$ cat src/rtl/uart_pkg.sv
// Shared definitions for the configurable UART: parity encodings, FSM state
// types and the parameter legality check evaluated at elaboration.
package uart_pkg;

    localparam int PAR_NONE = 0;
    localparam int PAR_ODD  = 1;
    localparam int PAR_EVEN = 2;

    typedef enum logic [2:0] {
        TX_IDLE, TX_START, TX_DATA, TX_PARITY, TX_STOP
    } tx_state_t;

    typedef enum logic [2:0] {
        RX_IDLE, RX_START, RX_DATA, RX_PARITY, RX_STOP, RX_WAIT_HIGH
    } rx_state_t;

    function automatic bit cfg_legal(input int clock_divide, input int oversample,
                                     input int data_bits, input int parity,
                                     input int stop_bits);
        return (clock_divide >= 1) && (oversample >= 4) && (oversample % 2 == 0) &&
               (data_bits >= 5) && (data_bits <= 9) &&
               (parity >= PAR_NONE) && (parity <= PAR_EVEN) &&
               (stop_bits >= 1) && (stop_bits <= 2);
    endfunction

endpackage

$ cat src/rtl/uart_cfg_if.sv
// Byte-stream side of the UART: valid/ready transmit port and receive strobe.
interface uart_cfg_if #(parameter int DATA_BITS = 8);
    logic                 tx_valid;
    logic                 tx_ready;
    logic [DATA_BITS-1:0] tx_data;
    logic                 tx_busy;
    logic                 rx_valid;
    logic [DATA_BITS-1:0] rx_data;
    logic                 rx_parity_err;
    logic                 rx_frame_err;
    logic                 rx_busy;

    modport master (
        output tx_valid, tx_data,
        input  tx_ready, tx_busy, rx_valid, rx_data, rx_parity_err, rx_frame_err, rx_busy
    );

    modport slave (
        input  tx_valid, tx_data,
        output tx_ready, tx_busy, rx_valid, rx_data, rx_parity_err, rx_frame_err, rx_busy
    );
endinterface

$ cat src/rtl/uart_baud_tick.sv
// Restartable oversample tick generator: one tick every CLOCK_DIVIDE cycles,
// OVERSAMPLE ticks per bit, flagging the three mid-bit sample ticks and bit end.
module uart_baud_tick #(
    parameter int CLOCK_DIVIDE = 7,
    parameter int OVERSAMPLE   = 16
) (
    input  logic clk,
    input  logic rst_n,
    input  logic restart,
    output logic tick,
    output logic sample_pt,
    output logic bit_end
);
    localparam int DIV_W = $clog2(CLOCK_DIVIDE - 1) + 1;
    localparam int OS_W  = $clog2(OVERSAMPLE - 1) + 1;
    localparam logic [DIV_W-1:0] DIV_LOAD = DIV_W'(CLOCK_DIVIDE - 1);
    localparam logic [OS_W-1:0]  OS_LAST  = OS_W'(OVERSAMPLE - 1);
    localparam logic [OS_W-1:0]  SMP_0    = OS_W'(OVERSAMPLE / 2 - 1);
    localparam logic [OS_W-1:0]  SMP_1    = OS_W'(OVERSAMPLE / 2);
    localparam logic [OS_W-1:0]  SMP_2    = OS_W'(OVERSAMPLE / 2 + 1);

    logic [DIV_W-1:0] div_cnt;
    logic [OS_W-1:0]  os_cnt;

    assign tick      = (div_cnt == '0);
    assign sample_pt = tick && (os_cnt == SMP_0 || os_cnt == SMP_1 || os_cnt == SMP_2);
    assign bit_end   = tick && (os_cnt == OS_LAST);

    // NOTE: registers take <= so every flop samples pre-edge values; = here would chain updates within one edge.
    always_ff @(posedge clk or negedge rst_n) begin
        if (!rst_n) begin
            div_cnt <= DIV_LOAD;
            os_cnt  <= '0;
        end else if (restart) begin
            div_cnt <= DIV_LOAD;
            os_cnt  <= '0;
        end else if (tick) begin
            div_cnt <= DIV_LOAD;
            os_cnt  <= (os_cnt == OS_LAST) ? '0 : os_cnt + 1'b1;
        end else begin
            div_cnt <= div_cnt - 1'b1;
        end
    end
endmodule

$ cat src/rtl/uart_cfg.sv
// Configurable full-duplex UART: independent TX and RX state machines, each
// paced by its own uart_baud_tick; RX uses 2-of-3 majority mid-bit sampling.
module uart_cfg
    import uart_pkg::*;
#(
    parameter int CLOCK_DIVIDE = 7,
    parameter int OVERSAMPLE   = 16,
    parameter int DATA_BITS    = 8,
    parameter int PARITY       = 0,
    parameter int STOP_BITS    = 1
) (
    input  logic       clk,
    input  logic       rst_n,
    input  logic       rx,
    output logic       tx,
    uart_cfg_if.slave  bus
);
    if (!cfg_legal(CLOCK_DIVIDE, OVERSAMPLE, DATA_BITS, PARITY, STOP_BITS)) begin : g_cfg_illegal
        $error("uart_cfg: illegal parameter combination");
    end

    localparam bit HAS_PARITY = (PARITY != PAR_NONE);
    localparam bit IS_ODD     = (PARITY == PAR_ODD);
    localparam int BIT_W      = $clog2(DATA_BITS);
    localparam logic [BIT_W-1:0] LAST_BIT = BIT_W'(DATA_BITS - 1);
    localparam logic STOP_LAST = 1'(STOP_BITS - 1);

    logic tx_tick, tx_sample, tx_bit_end, tx_restart;
    logic rx_tick, rx_sample, rx_bit_end, rx_restart;

    uart_baud_tick #(.CLOCK_DIVIDE(CLOCK_DIVIDE), .OVERSAMPLE(OVERSAMPLE)) u_tx_tick (
        .clk(clk), .rst_n(rst_n), .restart(tx_restart),
        .tick(tx_tick), .sample_pt(tx_sample), .bit_end(tx_bit_end)
    );

    uart_baud_tick #(.CLOCK_DIVIDE(CLOCK_DIVIDE), .OVERSAMPLE(OVERSAMPLE)) u_rx_tick (
        .clk(clk), .rst_n(rst_n), .restart(rx_restart),
        .tick(rx_tick), .sample_pt(rx_sample), .bit_end(rx_bit_end)
    );

    // Divider outputs each path does not need.
    logic unused_ticks;
    assign unused_ticks = &{1'b0, tx_tick, tx_sample, rx_tick, rx_bit_end};

    tx_state_t            tx_state;
    logic [DATA_BITS-1:0] tx_shift;
    logic [BIT_W-1:0]     tx_bit;
    logic                 tx_stop_cnt;
    logic                 tx_par;
    logic                 tx_ready_q, tx_busy_q;

    assign tx_restart = bus.tx_valid && tx_ready_q;

    always_ff @(posedge clk or negedge rst_n) begin
        if (!rst_n) begin
            tx_state    <= TX_IDLE;
            tx          <= 1'b1;
            tx_shift    <= '0;
            tx_bit      <= '0;
            tx_stop_cnt <= 1'b0;
            tx_par      <= 1'b0;
            tx_ready_q  <= 1'b1;
            tx_busy_q   <= 1'b0;
        end else begin
            case (tx_state)
                TX_IDLE: if (tx_restart) begin
                    tx_shift   <= bus.tx_data;
                    tx_par     <= (^bus.tx_data) ^ IS_ODD;
                    tx         <= 1'b0;
                    tx_ready_q <= 1'b0;
                    tx_busy_q  <= 1'b1;
                    tx_state   <= TX_START;
                end
                TX_START: if (tx_bit_end) begin
                    tx       <= tx_shift[0];
                    tx_bit   <= '0;
                    tx_state <= TX_DATA;
                end
                TX_DATA: if (tx_bit_end) begin
                    if (tx_bit == LAST_BIT) begin
                        tx_stop_cnt <= 1'b0;
                        tx          <= HAS_PARITY ? tx_par : 1'b1;
                        tx_state    <= HAS_PARITY ? TX_PARITY : TX_STOP;
                    end else begin
                        tx_shift <= tx_shift >> 1;
                        tx       <= tx_shift[1];
                        tx_bit   <= tx_bit + 1'b1;
                    end
                end
                TX_PARITY: if (tx_bit_end) begin
                    tx       <= 1'b1;
                    tx_state <= TX_STOP;
                end
                TX_STOP: if (tx_bit_end) begin
                    if (tx_stop_cnt == STOP_LAST) begin
                        tx_ready_q <= 1'b1;
                        tx_busy_q  <= 1'b0;
                        tx_state   <= TX_IDLE;
                    end else begin
                        tx_stop_cnt <= 1'b1;
                    end
                end
                default: tx_state <= TX_IDLE;
            endcase
        end
    end

    logic [1:0]           rx_sync;
    logic                 rxs;
    rx_state_t            rx_state;
    logic [1:0]           rx_smp_cnt;
    logic [1:0]           rx_smp;
    logic                 rx_maj, rx_decide;
    logic [DATA_BITS-1:0] rx_shift;
    logic [BIT_W-1:0]     rx_bit;
    logic                 rx_par_bit;
    logic                 rx_valid_q, rx_perr_q, rx_ferr_q, rx_busy_q;
    logic [DATA_BITS-1:0] rx_data_q;

    assign rxs        = rx_sync[1];
    assign rx_restart = (rx_state == RX_IDLE) && !rxs;
    assign rx_maj     = (rx_smp[1] & rx_smp[0]) | (rx_smp[1] & rxs) | (rx_smp[0] & rxs);
    assign rx_decide  = rx_sample && (rx_smp_cnt == 2'd2);

    always_ff @(posedge clk or negedge rst_n) begin
        if (!rst_n) rx_sync <= 2'b11;
        else        rx_sync <= {rx_sync[0], rx};
    end

    always_ff @(posedge clk or negedge rst_n) begin
        if (!rst_n) begin
            rx_state   <= RX_IDLE;
            rx_smp_cnt <= '0;
            rx_smp     <= '0;
            rx_shift   <= '0;
            rx_bit     <= '0;
            rx_par_bit <= 1'b0;
            rx_valid_q <= 1'b0;
            rx_data_q  <= '0;
            rx_perr_q  <= 1'b0;
            rx_ferr_q  <= 1'b0;
            rx_busy_q  <= 1'b0;
        end else begin
            rx_valid_q <= 1'b0;
            if (rx_sample) begin
                rx_smp_cnt <= rx_decide ? 2'd0 : rx_smp_cnt + 1'b1;
                rx_smp     <= {rx_smp[0], rxs};
            end
            case (rx_state)
                RX_IDLE: begin
                    rx_smp_cnt <= '0;
                    if (!rxs) begin
                        rx_busy_q <= 1'b1;
                        rx_state  <= RX_START;
                    end
                end
                RX_START: if (rx_decide) begin
                    rx_bit    <= '0;
                    rx_busy_q <= !rx_maj;
                    rx_state  <= rx_maj ? RX_IDLE : RX_DATA;
                end
                RX_DATA: if (rx_decide) begin
                    rx_shift <= {rx_maj, rx_shift[DATA_BITS-1:1]};
                    rx_bit   <= rx_bit + 1'b1;
                    if (rx_bit == LAST_BIT) rx_state <= HAS_PARITY ? RX_PARITY : RX_STOP;
                end
                RX_PARITY: if (rx_decide) begin
                    rx_par_bit <= rx_maj;
                    rx_state   <= RX_STOP;
                end
                RX_STOP: if (rx_decide) begin
                    rx_valid_q <= 1'b1;
                    rx_data_q  <= rx_shift;
                    rx_perr_q  <= HAS_PARITY && (rx_par_bit != ((^rx_shift) ^ IS_ODD));
                    rx_ferr_q  <= !rx_maj;
                    rx_busy_q  <= !rx_maj;
                    rx_state   <= rx_maj ? RX_IDLE : RX_WAIT_HIGH;
                end
                RX_WAIT_HIGH: if (rxs) begin
                    rx_busy_q <= 1'b0;
                    rx_state  <= RX_IDLE;
                end
                default: rx_state <= RX_IDLE;
            endcase
        end
    end

    assign bus.tx_ready      = tx_ready_q;
    assign bus.tx_busy       = tx_busy_q;
    assign bus.rx_valid      = rx_valid_q;
    assign bus.rx_data       = rx_data_q;
    assign bus.rx_parity_err = rx_perr_q;
    assign bus.rx_frame_err  = rx_ferr_q;
    assign bus.rx_busy       = rx_busy_q;
endmodule

$ cat src/flat_wrapper.sv
// flat-port wrapper written by rule: the top's interface ports become plain ports
module uart_cfg_flat import uart_pkg::*;
#(
    parameter int CLOCK_DIVIDE = 7,
    parameter int OVERSAMPLE   = 16,
    parameter int DATA_BITS    = 8,
    parameter int PARITY       = 0,
    parameter int STOP_BITS    = 1
)
  (clk, rst_n, rx, tx, bus_tx_valid, bus_tx_data, bus_tx_ready, bus_tx_busy, bus_rx_valid, bus_rx_data, bus_rx_parity_err, bus_rx_frame_err, bus_rx_busy);
  uart_cfg_if #(.DATA_BITS(DATA_BITS)) bus_i ();
  input  logic clk;
  input  logic rst_n;
  input  logic rx;
  output logic tx;
  input wire logic [$bits(bus_i.tx_valid)-1:0] bus_tx_valid;
  input wire logic [$bits(bus_i.tx_data)-1:0] bus_tx_data;
  output wire logic [$bits(bus_i.tx_ready)-1:0] bus_tx_ready;
  output wire logic [$bits(bus_i.tx_busy)-1:0] bus_tx_busy;
  output wire logic [$bits(bus_i.rx_valid)-1:0] bus_rx_valid;
  output wire logic [$bits(bus_i.rx_data)-1:0] bus_rx_data;
  output wire logic [$bits(bus_i.rx_parity_err)-1:0] bus_rx_parity_err;
  output wire logic [$bits(bus_i.rx_frame_err)-1:0] bus_rx_frame_err;
  output wire logic [$bits(bus_i.rx_busy)-1:0] bus_rx_busy;
  assign bus_i.tx_valid = bus_tx_valid;
  assign bus_i.tx_data = bus_tx_data;
  assign bus_tx_ready = bus_i.tx_ready;
  assign bus_tx_busy = bus_i.tx_busy;
  assign bus_rx_valid = bus_i.rx_valid;
  assign bus_rx_data = bus_i.rx_data;
  assign bus_rx_parity_err = bus_i.rx_parity_err;
  assign bus_rx_frame_err = bus_i.rx_frame_err;
  assign bus_rx_busy = bus_i.rx_busy;
  uart_cfg #(.CLOCK_DIVIDE(CLOCK_DIVIDE), .OVERSAMPLE(OVERSAMPLE), .DATA_BITS(DATA_BITS), .PARITY(PARITY), .STOP_BITS(STOP_BITS)) u_core (.clk(clk), .rst_n(rst_n), .rx(rx), .tx(tx), .bus(bus_i));
endmodule
$ cat config.mk
export PLATFORM = sky130hd
export DESIGN_NAME = uart_cfg_flat
export DESIGN_NICKNAME = d
export VERILOG_FILES = /design/src/rtl/uart_pkg.sv /design/src/rtl/uart_cfg_if.sv /design/src/rtl/uart_baud_tick.sv /design/src/rtl/uart_cfg.sv /design/src/flat_wrapper.sv
export SDC_FILE = /design/constraint.sdc
export NUM_CORES = 1
export LEC_CHECK = 0
export BUFFER_PORTS_ARGS = -buffer_cell sky130_fd_sc_hd__buf_2
export CAP_MARGIN = 0
export CORE_UTILIZATION = 50
export CTS_CLUSTER_SIZE = 28
export DETAILED_ROUTE_END_ITERATION = 8
export HOLD_SLACK_MARGIN = 0.15
export PLACE_DENSITY = 0.79
export SLEW_MARGIN = 40
export SYNTH_ARGS = -nofsm -noshare
export SYNTH_HDL_FRONTEND = slang
export SYNTH_HIERARCHICAL = 1
export SYNTH_SLANG_ARGS = --single-unit
$ cat constraint.sdc
create_clock -name clk -period 4.6 [get_ports clk]
set_input_delay 0.23 -clock clk [delete_from_list [all_inputs] [get_ports clk]]
set_output_delay 0.23 -clock clk [all_outputs]
set_load 0.005 [all_outputs]
==> results of run 1 <==
[stage by stage]
stage | util | instances
3_3_place_gp | 0.5381 | 390
5_1_grt | 0.5803 | 409
4_1_cts | 0.5797 | 409
6_report | 0.5803 | 409
3_5_place_dp | 0.5390 | 390
2_1_floorplan | - | 301
[worst max-delay path, stage by stage (launching register included)]
cell,delay [ns]
dfrtp_1,0.40
inv_1,0.07
ha_1,0.19
or3b_4,0.43
a211oi_1,0.61
and3b_1,0.44
nand3_2,0.26
mux2_2,0.35
[final cells by class]
type	instances	area [µm²]	area share
Clock inverter	7	102.6	0.02801
Clock buffer	9	123.9	0.03381
Tap cell	77	96.34	0.02630
Multi-Input combinational cell	204	1440	0.3931
Timing Repair Buffer	30	173.9	0.04747
Sequential cell	66	1662	0.4536
Inverter	16	65.06	0.01776
[routing by layer]
metal / vias up / GRT usage / wire, µm
met5: - / 0 / 0
met4: 0 / 0.07759 / 74
met3: 7 / 0.05385 / 164
met2: 39 / 0.2689 / 2580
met1: 1100 / 0.2361 / 2643
li1: 1104 / - / -
[worst paths after layout]
path / from / end / depth (start not counted)
setup / recovery: u_core/u_rx_tick/div_cnt[0] / u_core/rx_shift[0] / 7
hold / removal: bus_tx_data[3] / u_core/tx_shift[3] / 3
setup reg to reg: u_core/u_rx_tick/div_cnt[0] / u_core/rx_shift[0] / 7
hold reg to reg: u_core/rx_sync[0] / u_core/rx_sync[1] / 0
max in group asynchronous: rst_n / u_core/rx_sync[0] / 3
min in group asynchronous: rst_n / u_core/bus.rx_data[4] / 3
[power groups by stage]
stage	clock network (mW)	logic, mW	registers, mW
after floorplan	0	0.00135	0.594
after global placement	0	0.0172	0.594
after detailed placement	0	0.0174	0.594
after CTS	0.557	0.0194	0.583
after global routing	0.582	0.0224	0.583
final	0.543	0.0186	0.583
[flip-flops by register name (all words and copies together) (netlist names), 2 cells and up]
register,flops
u_core/rx_shift,8
u_core/u_rx_tick/os_cnt,5
u_core/u_tx_tick/os_cnt,5
u_core/rx_smp,2
u_core/rx_state,3
u_core/rx_sync,2
u_core/bus.rx_data,8
u_core/rx_bit,3
u_core/tx_shift,8
u_core/u_tx_tick/div_cnt,4
u_core/rx_smp_cnt,2
u_core/u_rx_tick/div_cnt,4
u_core/tx_state,3
u_core/tx_bit,3
==> metrics.md, run 1 <==
| Metric | Value |
|---|---|
| Synth Area per Inst | `10.81 µm²` |
| Crit path max fanout | `8` |
| Initial antenna violation count | `0` |
| TritonCTS clock tree | `done` |
| Fmax | `348.7 MHz` |
| Combinational power share | `0.016` |
| Area Overhead vs Synth | `12.62%` |
| Number of global-route vias before repair | `2058` |
| Clock Latency Late Sink | `0.35 ns` |
| Vias | `2250` |
| Placed Area | `0.003403 mm²` |
| Ant. Diodes | `0` |
| Via/cell ratio | `5.501` |
| Max Slew Vio Count | `0` |
| Clock skew | `0.008467 ns` |
| Sum of negative setup slack | `0 ns` |
| Layout cell share with drive strength beyond 1 | `0.2500` |
| Die H | `82.66 µm` |
| Setup bufs post-CTS | `0` |
| Cells after synthesis | `301` |
| Int Pwr | `0.8972 mW` |
| Max VDD drop | `0.0001847 V` |
| Reg clk slew, reported paths | `0.07 ns` |
| Mean routed wirelength per cell | `13.35 µm` |
| Final period util | `0.6234` |
| Count of final setup violators | `0` |
| Sw Share | `0.2160` |
| CORE AREA | `0.006314 mm²` |
| IO buf count | `25` |
| Post-DP HPWL | `3645 µm` |
| Clock power frac | `0.474` |
| Initial core utilization | `0.5153` |
| H-tree lvl count | `3` |
| Slew margin rel. | `0.4998` |
| WP data arrival | `3.10 ns` |
| Total of max-cap violations | `0` |
| CP Capture Type | `register` |
| Commonest non-fill, non-tap cell in the layout | `dfrtp_1` |
| Reg2reg setup slack | `1.73 ns` |
| P_leak | `1.867 nW` |
| Global route overflow | `0` |
| Type of origin of the critical path | `register` |
| Syn nets | `325` |
| Final WL | `5462 µm` |
| Pre-CTS setup slack | `1.714 ns` |
| DR pass1 iterations | `4` |
| Crit path time final | `2.868 ns` |
| Overall power | `1.144 mW` |
| Unrepaired setup endpoints after global routing | `no` |
| CTS resizes | `0` |
| Routability cong. | `0.7362` |
| Hold Buf Count CTS | `3` |
| Final #Nets | `351` |
| Filler instances | `551` |
| Status | `completed` |
| Rows | `29` |
| Total CTS buffers | `9` |
| CTS max path bufs | `2` |
| Cell Area, Synth | `0.003253 mm²` |
| Clock Sinks | `66` |
| P_sw | `0.2472 mW` |
| Worst EP required | `4.83 ns` |
| Synth warn | `6` |
| Final hold viol count | `0` |
| DR iter-0 viols | `157` |
| Die area | `0.006833 mm²` |
| Final hold slack | `0.1893 ns` |
| Root Buffer | `clkbuf_8` |
| Pwr Density | `312.4 mW/mm²` |
| Hold WC Path Type | `primary input to register` |
| Sequential Power Share | `0.509` |
| DR DRC count | `0` |
| Final setup slack of the worst path | `1.732 ns` |
| Routed Antenna Nets | `0` |
| Io pins | `27` |
| First-pass GRT wire length | `9121 µm` |
| Slew @ Worst Pin | `0.7458 ns` |
| Largest net degree at the start of global routing | `67` |
| Setup CP Type | `register to register` |
| Post-route design area | `0.003664 mm²` |
| Most frequent cells in the layout | `dfrtp_1, nor2_1, buf_2, a21oi_1, nand2_1` |
| Overall Global Routing Usage | `0.1782` |
| Die W | `82.66 µm` |
Power figures use the tool's default switching activity.
==> inputs of run 2 (changes only) <==
PLACE_DENSITY = 0.81   (was 0.79)
clock period = 2.5 ns   (was 4.6 ns; I/O delays follow)
==> metrics.md, run 2 (same netlist as run 1, synthesis figures left out) <==
| Metric | Value |
|---|---|
| Status | `completed (unchanged)` |
| Routed Antenna Nets | `0 (unchanged)` |
| Ant. Diodes | `0 (unchanged)` |
| Die area | `0.006833 mm² (unchanged)` |
| First-pass GRT wire length | `9453 µm (was 9121 µm)` |
| Slew @ Worst Pin | `0.5776 ns (was 0.7458 ns)` |
| Crit path max fanout | `6 (was 8)` |
| DR DRC count | `0 (unchanged)` |
| Final instance count without filler cells | `422 (was 409)` |
| Total of max-cap violations | `0 (unchanged)` |
| Worst Reg-to-Reg Cells | `8 (was 7)` |
| Slew margin rel. | `0.6150 (was 0.4998)` |
| Via/cell ratio | `5.367 (was 5.501)` |
| Max VDD drop | `0.0003208 V (was 0.0001847 V)` |
| CP Capture Type | `register (unchanged)` |
| Reg2reg setup slack | `0.18 ns (was 1.73 ns)` |
| Worst R2R End | `u_core/rx_bit[0] (was u_core/rx_shift[0])` |
| Clock Sinks | `66 (unchanged)` |
| Initial antenna violation count | `0 (unchanged)` |
| TritonCTS clock tree | `done (unchanged)` |
| Placed cells | `395 (was 390)` |
| CP Launch Point | `u_core/u_rx_tick/div_cnt[0] (unchanged)` |
| Clock Latency Late Sink | `0.34 ns (was 0.35 ns)` |
| Crit path time final | `2.324 ns (was 2.868 ns)` |
| Max Slew Vio Count | `0 (unchanged)` |
| Initial core utilization | `0.5153 (unchanged)` |
| Total CTS buffers | `9 (unchanged)` |
| Setup CP Type | `register to register (unchanged)` |
| Overall Global Routing Usage | `0.1856 (was 0.1782)` |
| DR iter-0 viols | `128 (was 157)` |
| Utilization after layout | `0.5925 (was 0.5803)` |
| Final period util | `0.9296 (was 0.6234)` |
| Die W | `82.66 µm (unchanged)` |
| Rows | `29 (unchanged)` |
| Worst EP required | `2.72 ns (was 4.83 ns)` |
| Root Buffer | `clkbuf_8 (unchanged)` |
| Placed Area | `0.003447 mm² (was 0.003403 mm²)` |
| DR pass1 iterations | `4 (unchanged)` |
| CORE AREA | `0.006314 mm² (unchanged)` |
| Worst r2r src | `u_core/u_rx_tick/div_cnt[0] (unchanged)` |
| Die H | `82.66 µm (unchanged)` |
| Io pins | `27 (unchanged)` |
| Count of final setup violators | `0 (unchanged)` |
| Vias | `2265 (was 2250)` |
| Largest net degree at the start of global routing | `67 (unchanged)` |
| CTS max path bufs | `2 (unchanged)` |
| Commonest non-fill, non-tap cell in the layout | `dfrtp_1 (unchanged)` |
| WP data arrival | `2.55 ns (was 3.10 ns)` |
| IO buf count | `25 (unchanged)` |
| Fmax | `430.3 MHz (was 348.7 MHz)` |
| Global route overflow | `0 (unchanged)` |
| P_leak | `1.906 nW (was 1.867 nW)` |
| Type of origin of the critical path | `register (unchanged)` |
| Area Overhead vs Synth | `15.00% (was 12.62%)` |
| H-tree lvl count | `3 (unchanged)` |
| Pwr Density | `514.1 mW/mm² (was 312.4 mW/mm²)` |
| Post-route design area | `0.003741 mm² (was 0.003664 mm²)` |
| Unrepaired setup endpoints after global routing | `no (unchanged)` |
| Final WL | `5590 µm (was 5462 µm)` |
| Post-DP HPWL | `3612 µm (was 3645 µm)` |
| Number of global-route vias before repair | `2152 (was 2058)` |
| Final hold slack | `0.3130 ns (was 0.1893 ns)` |
| Crit path capture | `u_core/rx_bit[0] (was u_core/rx_shift[0])` |
| Clock skew | `0.009957 ns (was 0.008467 ns)` |
| Hold WC Path Type | `primary input to async pin (was primary input to register)` |
| Mean routed wirelength per cell | `13.25 µm (was 13.35 µm)` |
| Most frequent cells in the layout | `dfrtp_1, nor2_1, buf_2, a21oi_1, nand2_1 (unchanged)` |
| Layout cell share with drive strength beyond 1 | `0.2551 (was 0.2500)` |
| Final #Nets | `364 (was 351)` |
| Final hold viol count | `0 (unchanged)` |
| Sum of negative setup slack | `0 ns (unchanged)` |
| Reg clk slew, reported paths | `0.07 ns (about the same)` |
| Setup bufs post-CTS | `0 (unchanged)` |
| Routability cong. | `0.7631 (was 0.7362)` |
-- run 2: what timing repair did --
| action | 4_1_cts | 5_1_grt |
|---|---|---|
| hold endpoints to repair | 76 | 0 |
| resized for setup | 0 | 1 |
| setup endpoints to repair | 0 | 10 |
| hold buffers | 11 | 0 |
-- run 2: worst max-delay path, cell delays in order, from the launching register on --
cell and delay, ns:
dfrtp_1 0.40, inv_1 0.06, ha_1 0.19, or3b_4 0.44, a211oi_2 0.18, buf_4 0.17
and4bb_2 0.28, o21ai_0 0.19, a22o_1 0.29
-- run 2: final cells by class --
| class | instances | area [µm²] |
|---|---|---|
| repair buffers | 43 | 300.3 |
| well taps | 77 | 96.34 |
| clock inverters | 6 | 41.29 |
| inverters | 16 | 65.06 |
| flip-flops and latches | 66 | 1662 |
| fillers | 528 | 2572 |
| multi-input cells | 204 | 1439 |
| clock buffers | 10 | 137.6 |
-- run 2: how the worst min path moves through the flow --
stage | end | slack, ns | cells after the start
after floorplan | u_core/bus.rx_busy | -0.17 | 0
after global placement | u_core/tx_shift[0] | 0.16 | 2
after detailed placement | u_core/tx_state[0] | 0.17 | 2
after CTS | u_core/tx_state[0] | 0.32 | 3
after global routing | u_core/tx_shift[0] | 0.34 | 3
final | u_core/tx_shift[0] | 0.31 | 3
-- run 2: through the flow --
step | setup WS, ns | total power [mW]
global placement | 0.2212 | 1.127
global route | 0.04568 | 1.993
detailed placement | 0.1602 | 1.127
CTS | 0.1152 | 1.948
finish | 0.1759 | 1.923
floorplan | 0.01876 | 1.095
-- run 2: power by group --
part	internal [mW]	leakage [nW]	switching, mW
sequential	1.07	0.849	0.00158
combinational	0.0211	0.971	0.0255
clock	0.386	0.0847	0.419
total	1.48	1.91	0.446
-- run 2: per-layer routing --
layer	vias up	routed length, µm	global-route usage
met5	-	0	0
met4	0	108	0.09310
li1	1134	-	-
met3	10	122	0.03626
met2	26	2686	0.2984
met1	1095	2674	0.2382
